[config.mk]
export PLATFORM = sky130hd
export DESIGN_NAME = cc_muxx_pipe
export DESIGN_NICKNAME = d
export VERILOG_FILES = /design/src/rtl/cc_muxp_pkg.sv /design/src/rtl/cc_skid_buffer.sv /design/src/rtl/cc_muxx_pipe.sv
export SDC_FILE = /design/constraint.sdc
export NUM_CORES = 1
export LEC_CHECK = 0
export ABC_AREA = 0
export CORE_AREA = 2 2 493 495
export CTS_BUF_LIST = sky130_fd_sc_hd__clkbuf_8
export CTS_CLUSTER_SIZE = 12
export DETAILED_ROUTE_END_ITERATION = 10
export DIE_AREA = 0 0 495 497
export SLEW_MARGIN = 25
export SYNTH_ARGS = -nofsm -noshare
export SYNTH_HDL_FRONTEND = slang
export SYNTH_SLANG_ARGS = --single-unit
[constraint.sdc]
create_clock -name CC_MUXP_CLOCK_50 -period 2.8 [get_ports CC_MUXP_CLOCK_50]
set_clock_uncertainty 0.15 [all_clocks]
set_input_delay 0.42 -clock CC_MUXP_CLOCK_50 [delete_from_list [all_inputs] [get_ports CC_MUXP_CLOCK_50]]
set_output_delay 0.42 -clock CC_MUXP_CLOCK_50 [all_outputs]
set_load 0.005 [all_outputs]
[src/rtl/cc_muxp_pkg.sv]
// Shared constants and helpers for the registered channel multiplexer.
package cc_muxp_pkg;

    localparam logic MODE_DIRECT = 1'b0;
    localparam logic MODE_SCAN   = 1'b1;

    // Payload carried through the skid stage: {word, channel index, scan-last flag}.
    function automatic int unsigned payloadWidth(input int unsigned dataWidth,
                                                 input int unsigned selWidth);
        return dataWidth + selWidth + 1;
    endfunction

    localparam int unsigned PAYLOAD_WIDTH_DEFAULT = payloadWidth(32, 6);

endpackage

[src/rtl/cc_skid_buffer.sv]
// Two-entry valid/ready skid stage: output register plus one skid register,
// so the upstream ready is driven straight from a flop.
module cc_skid_buffer #(
    parameter int unsigned PAYLOAD_WIDTH = 39
) (
    input  logic                     clk_i,
    input  logic                     rst_i,
    input  logic                     inValid_i,
    output logic                     inReady_o,
    input  logic [PAYLOAD_WIDTH-1:0] inData_i,
    output logic                     outValid_o,
    input  logic                     outReady_i,
    output logic [PAYLOAD_WIDTH-1:0] outData_o
);

    logic                     outValidQ;
    logic [PAYLOAD_WIDTH-1:0] outDataQ;
    logic                     skidValidQ;
    logic [PAYLOAD_WIDTH-1:0] skidDataQ;
    logic                     accept;
    logic                     outFree;

    assign inReady_o  = ~skidValidQ;
    assign accept     = inValid_i & ~skidValidQ;
    assign outFree    = ~outValidQ | outReady_i;
    assign outValid_o = outValidQ;
    assign outData_o  = outDataQ;

    always_ff @(posedge clk_i) begin
        if (rst_i) begin
            outValidQ  <= 1'b0;
            outDataQ   <= '0;
            skidValidQ <= 1'b0;
            skidDataQ  <= '0;
        end else if (outFree) begin
            // Skid content is always older than anything arriving now.
            if (skidValidQ) begin
                outValidQ  <= 1'b1;
                outDataQ   <= skidDataQ;
                skidValidQ <= 1'b0;
            end else if (accept) begin
                outValidQ <= 1'b1;
                outDataQ  <= inData_i;
            end else begin
                outValidQ <= 1'b0;
            end
        end else if (accept) begin
            skidValidQ <= 1'b1;
            skidDataQ  <= inData_i;
        end
    end

endmodule

[src/rtl/cc_muxx_pipe.sv]
// Registered N-to-1 channel multiplexer with direct/auto-scan selection,
// sticky out-of-range flag and a valid/ready skid output stage.
module cc_muxx_pipe
    import cc_muxp_pkg::*;
#(
    parameter int unsigned DATAWIDTH_BUS           = 32,
    parameter int unsigned NUM_CHANNELS            = 38,
    parameter int unsigned DATAWIDTH_MUX_SELECTION = 6
) (
    input  logic                                  CC_MUXP_CLOCK_50,
    input  logic                                  CC_MUXP_RESET_InHigh,
    input  logic [NUM_CHANNELS*DATAWIDTH_BUS-1:0] CC_MUXP_DataBUS_In,
    input  logic [DATAWIDTH_MUX_SELECTION-1:0]    CC_MUXP_Selection_In,
    input  logic                                  CC_MUXP_Mode_In,
    input  logic                                  CC_MUXP_Valid_In,
    output logic                                  CC_MUXP_Ready_Out,
    output logic [DATAWIDTH_BUS-1:0]              CC_MUXP_DataBUS_Out,
    output logic [DATAWIDTH_MUX_SELECTION-1:0]    CC_MUXP_Channel_Out,
    output logic                                  CC_MUXP_ScanLast_Out,
    output logic                                  CC_MUXP_Valid_Out,
    input  logic                                  CC_MUXP_Ready_In,
    output logic                                  CC_MUXP_SelError_Out,
    input  logic                                  CC_MUXP_ErrClear_In
);

    localparam int unsigned PayloadW = payloadWidth(DATAWIDTH_BUS, DATAWIDTH_MUX_SELECTION);
    localparam int unsigned SelW     = DATAWIDTH_MUX_SELECTION;

    localparam logic [SelW:0]   NumChannels = (SelW + 1)'(NUM_CHANNELS);
    localparam logic [SelW-1:0] LastIdx     = SelW'(NUM_CHANNELS - 1);

    logic                     accept;
    logic                     scanMode;
    logic                     selInRange;
    logic [SelW-1:0]          idx;
    logic [DATAWIDTH_BUS-1:0] selWord;
    logic                     scanLast;
    logic [SelW-1:0]          scanQ, scanD;
    logic                     errQ, errD;
    logic [PayloadW-1:0]      inPayload;
    logic [PayloadW-1:0]      outPayload;

    assign accept     = CC_MUXP_Valid_In & CC_MUXP_Ready_Out;
    assign scanMode   = (CC_MUXP_Mode_In == MODE_SCAN);
    assign selInRange = ({1'b0, CC_MUXP_Selection_In} < NumChannels);

    always_comb begin
        idx      = '0;
        scanLast = 1'b0;
        if (scanMode) begin
            idx      = scanQ;
            scanLast = (scanQ == LastIdx);
        end else if (selInRange) begin
            idx = CC_MUXP_Selection_In;
        end
    end

    // Compare-and-select keeps the index width independent of the bus width.
    always_comb begin
        selWord = '0;
        for (int k = 0; k < int'(NUM_CHANNELS); k++) begin
            if (idx == SelW'(k)) begin
                selWord = CC_MUXP_DataBUS_In[k*DATAWIDTH_BUS +: DATAWIDTH_BUS];
            end
        end
    end

    always_comb begin
        scanD = scanQ;
        if (!scanMode) begin
            scanD = '0;
        end else if (accept) begin
            scanD = (scanQ == LastIdx) ? '0 : scanQ + 1'b1;
        end
    end

    // A new out-of-range accept wins over a simultaneous clear.
    always_comb begin
        errD = errQ;
        if (accept && !scanMode && !selInRange) begin
            errD = 1'b1;
        end else if (CC_MUXP_ErrClear_In) begin
            errD = 1'b0;
        end
    end

    always_ff @(posedge CC_MUXP_CLOCK_50) begin
        if (CC_MUXP_RESET_InHigh) begin
            scanQ <= '0;
            errQ  <= 1'b0;
        end else begin
            scanQ <= scanD;
            errQ  <= errD;
        end
    end

    assign inPayload = {selWord, idx, scanLast};

    cc_skid_buffer #(
        .PAYLOAD_WIDTH(PayloadW)
    ) u_skid (
        .clk_i     (CC_MUXP_CLOCK_50),
        .rst_i     (CC_MUXP_RESET_InHigh),
        .inValid_i (CC_MUXP_Valid_In),
        .inReady_o (CC_MUXP_Ready_Out),
        .inData_i  (inPayload),
        .outValid_o(CC_MUXP_Valid_Out),
        .outReady_i(CC_MUXP_Ready_In),
        .outData_o (outPayload)
    );

    assign CC_MUXP_DataBUS_Out  = outPayload[PayloadW-1 -: DATAWIDTH_BUS];
    assign CC_MUXP_Channel_Out  = outPayload[SelW:1];
    assign CC_MUXP_ScanLast_Out = outPayload[0];
    assign CC_MUXP_SelError_Out = errQ;

endmodule
==> flow_summary.yaml <==
sta:
  hold_viol: 0
  timing.final.ws_setup_ps: -810
  period_minus_slack_ps: 3610
  min_period_over_period_pct: 129
  grt_setup_unrepaired: "true"
  fmaxAchievable_mhz: 277
  setup_viol: 64
  tightest_slew_ps: 1030
  final_max_slew_viol_count: 0
  fin_setup_tns_ps: -36810
  slew_headroom_pct: 31.4
setup_path:
  critPathMaxFanout: 5
  cp-start-kind: "primary input"
  critPathCaptureType: "flip-flop"
  cp.required_ps: 2980
  cp_data_arrival_time_ps: 3790
  worstSetupPathType: "primary input to flip-flop"
global_routing:
  grt_antenna_before_repair: 369
  grt-ovfl-total: 0
  grtUsageTotal_pct: 26.4
  grt_pass1_vias: 32200
  grt_max_degree: 43
  grt_pass1_wl_mm: 407
place:
  dp_hpwl_mm: 304
  io_buffer_count: 1269
  gp_congestion: 1.02
detailed_routing:
  ant_nets: 0
  via_per_inst: 4.31
  drt_iter0_drc: 3342
  via_count: 33100
  drcViolationCount: 0
  wl_mm: 344
  firstDrtPassIters: 7
  post_drt_wl_per_cell_um: 44.8
floorplan:
  die-height_um: 497
  die_w_um: 495
  ios: 1270
  rows: 180
  core_area_mm2: 0.240
  initial_core_util_pct: 5.86
  die_area_mm2: 0.246
synth:
  synth_simple_gate_area_share_pct: 20.7
  ys_ff_latch: 87
  syn_avg_cell_area_um2: 6.73
  synth_ff_type: "dfxtp_1"
  ys_warn_count: 0
  synth_nets: 3320
  synth_compound_area_share_pct: 59.0
  synthMuxAreaShare_pct: 0.222
  synth-xor-area-share_pct: 0.311
  synthAdderAreaFrac_pct: 0.178
  synthesis.area_mm2: 0.0141
  synthArstFlopShare_pct: 0
  synth_top_family_by_area: "compound AO/OA/AOI/OAI gates"
  yosysSeqAreaShare_pct: 12.4
  ys_types: 106
  postSynthCellCount: 2090
  synth_edf_count: 0
cells_and_area:
  regArea_mm2: 0.00176
  layout_common_cells: "1261 x clkdlybuf4s50_1, 817 x buf_4, 179 x buf_6"
  layout-drive-gt1-share_pct: 40.0
  utilization_pct: 19.3
  multi_input_area_mm2: 0.0150
  final.fill_count: 26900
  syn_to_final_growth_pct: 229
  final_common_cell: "clkdlybuf4s50_1"
  nets: 5587
flow_run:
  maxCapViolations: 0
cts:
  cts_max_level: 3
  clk_pin_slew_ps: 110
  insertion_delay_ps: 480
  cts_tree: "done"
  cts_root_buffer: "clkbuf_8"
  clock_path_buffers: 2
  postCtsHoldBufs: 0
  numCtsBuffers: 9
  cts.sinks: 87
power:
  p_leak_nw: 16.8
  pwr_density_cell_mw_per_mm2: 195
  ir_worst_vdd_mv: 0.197
  totalPowerFinal_mw: 9.03
hold_path:
  hp-class: "flip-flop to flip-flop"
run_status:
  status: "finished with violations"
  violations: "setup timing"
-- sequential cells by signal (all words and copies together), names as in the netlist --
| signal | count |
|---|---|
| u_skid.skidDataQ | 39 |
| u_skid.outData_o | 39 |
| CC_MUXP_SelError_Out | 1 |
| scanQ | 6 |
| u_skid.outValid_o | 1 |
| u_skid.skidValidQ | 1 |
-- report_power, final --
part | total, mW | leakage [nW] | switching [mW] | internal [mW]
combinational | 6.71 | 16.0 | 3.24 | 3.47
sequential | 1.36 | 0.715 | 0.0542 | 1.31
clock | 0.961 | 0.0807 | 0.647 | 0.314
total | 9.03 | 16.8 | 3.94 | 5.09
-- cell usage after synthesis (10+ instances only) --
| master | n | share of area (%) |
|---|---|---|
| buf_4 | 14 | 0.75 |
| a221oi_1 | 43 | 2.7 |
| o22a_1 | 19 | 1.2 |
| buf_2 | 82 | 2.9 |
| o211ai_1 | 38 | 2.0 |
| nor3_1 | 82 | 2.9 |
| buf_1 | 11 | 0.29 |
| a2111oi_0 | 17 | 1.1 |
| a32oi_1 | 11 | 0.68 |
| o221ai_1 | 38 | 2.4 |
| a221o_1 | 12 | 0.85 |
| a21oi_1 | 170 | 6.0 |
| a22o_1 | 39 | 2.4 |
| and4_1 | 10 | 0.62 |
| o21ai_0 | 208 | 7.4 |
| or3_1 | 10 | 0.44 |
| nand4_1 | 18 | 0.80 |
| o21bai_1 | 13 | 0.69 |
| or4_1 | 10 | 0.53 |
| clkbuf_1 | 111 | 3.0 |
| a31o_2 | 11 | 0.68 |
| nor4_1 | 16 | 0.71 |
| nand3_1 | 65 | 2.3 |
| a222oi_1 | 28 | 2.0 |
| a22oi_1 | 114 | 6.1 |
| a211oi_1 | 44 | 2.3 |
| dfxtp_1 | 87 | 12 |
| o22ai_1 | 173 | 7.7 |
| nor2_1 | 189 | 5.0 |
| nand2_1 | 130 | 3.5 |
| o31ai_1 | 12 | 0.64 |
| a31oi_1 | 40 | 1.8 |
-- per-stage QoR --
stage | hold slack [ps] | setup WS (ps) | std cells | area, um^2
floorplan | 286 | -157 | 2090 | 14600
global placement | 294 | -2090 | 7268 | 38900
detailed placement | 298 | -2140 | 7269 | 38900
CTS | 312 | -867 | 7474 | 44100
global route | 321 | -869 | 7632 | 46100
finish | 318 | -810 | 7673 | 46200
-- layer usage --
| metal | track usage, % | part of all wire [%] |
|---|---|---|
| met4 | 16.6 | 7.6 |
| met1 | 29.2 | 37 |
| met5 | 0 | 0.39 |
| met2 | 43.9 | 46 |
| met3 | 8.22 | 9.3 |
-- worst max-delay path: stages --
cell and delay [ps]:
buf_12 120, buf_12 130, buf_6 120, nor3_4 250, o221a_4 330, buf_12 150, buf_12 110, buf_8 100
a211oi_4 40, buf_12 150, buf_6 120, a222oi_1 890, and4_4 430, buf_6 110, a41o_1 210, o211ai_1 90
-- final timing paths --
| kind | cells past startpoint | startpoint | slack [ps] | endpoint |
|---|---|---|---|---|
| setup / recovery | 16 | CC_MUXP_Selection_In[1] | -810 | u_skid.outData_o[27]$_SDFFE_PP0P_ |
| setup reg to reg | 12 | scanQ[5]$_SDFFE_PP0P_ | -810 | u_skid.outData_o[27]$_SDFFE_PP0P_ |
| hold / removal | 2 | u_skid.outData_o[1]$_SDFFE_PP0P_ | 320 | u_skid.outData_o[1]$_SDFFE_PP0P_ |
| hold reg to reg | 2 | u_skid.outData_o[1]$_SDFFE_PP0P_ | 320 | u_skid.outData_o[1]$_SDFFE_PP0P_ |
-- area by class of cell --
class,count,area share [%]
repair buffers,2476,54.1
multi-input cells,1779,32.4
well taps,3185,8.62
flip-flops and latches,87,3.81
diodes,126,0.682
clock buffers,9,0.268
clock inverters,7,0.0920
inverters,4,0.0325
-- repair_timing --
item,in CTS,in global routing
endpoints found under the setup margin,66,64
pin swaps,188,198
endpoints found under the hold margin,0,0
buffers inserted,206,116
gates resized for setup,695,284
gates cloned,8,1
-- cells by family (layout without fill, tap and decap cells) --
| family | count (synthesis) | after routing |
|---|---|---|
| buf+inv | 224 | 2496 |
| other cells | 0 | 126 |
| fa+ha+maj | 2 | 2 |
| mux | 3 | 3 |
| xor+xnor | 5 | 5 |
| flops | 87 | 87 |
| compound gates | 1176 | 1176 |
| simple gates | 593 | 593 |
Note: power is estimated with default switching activity, not from simulation.
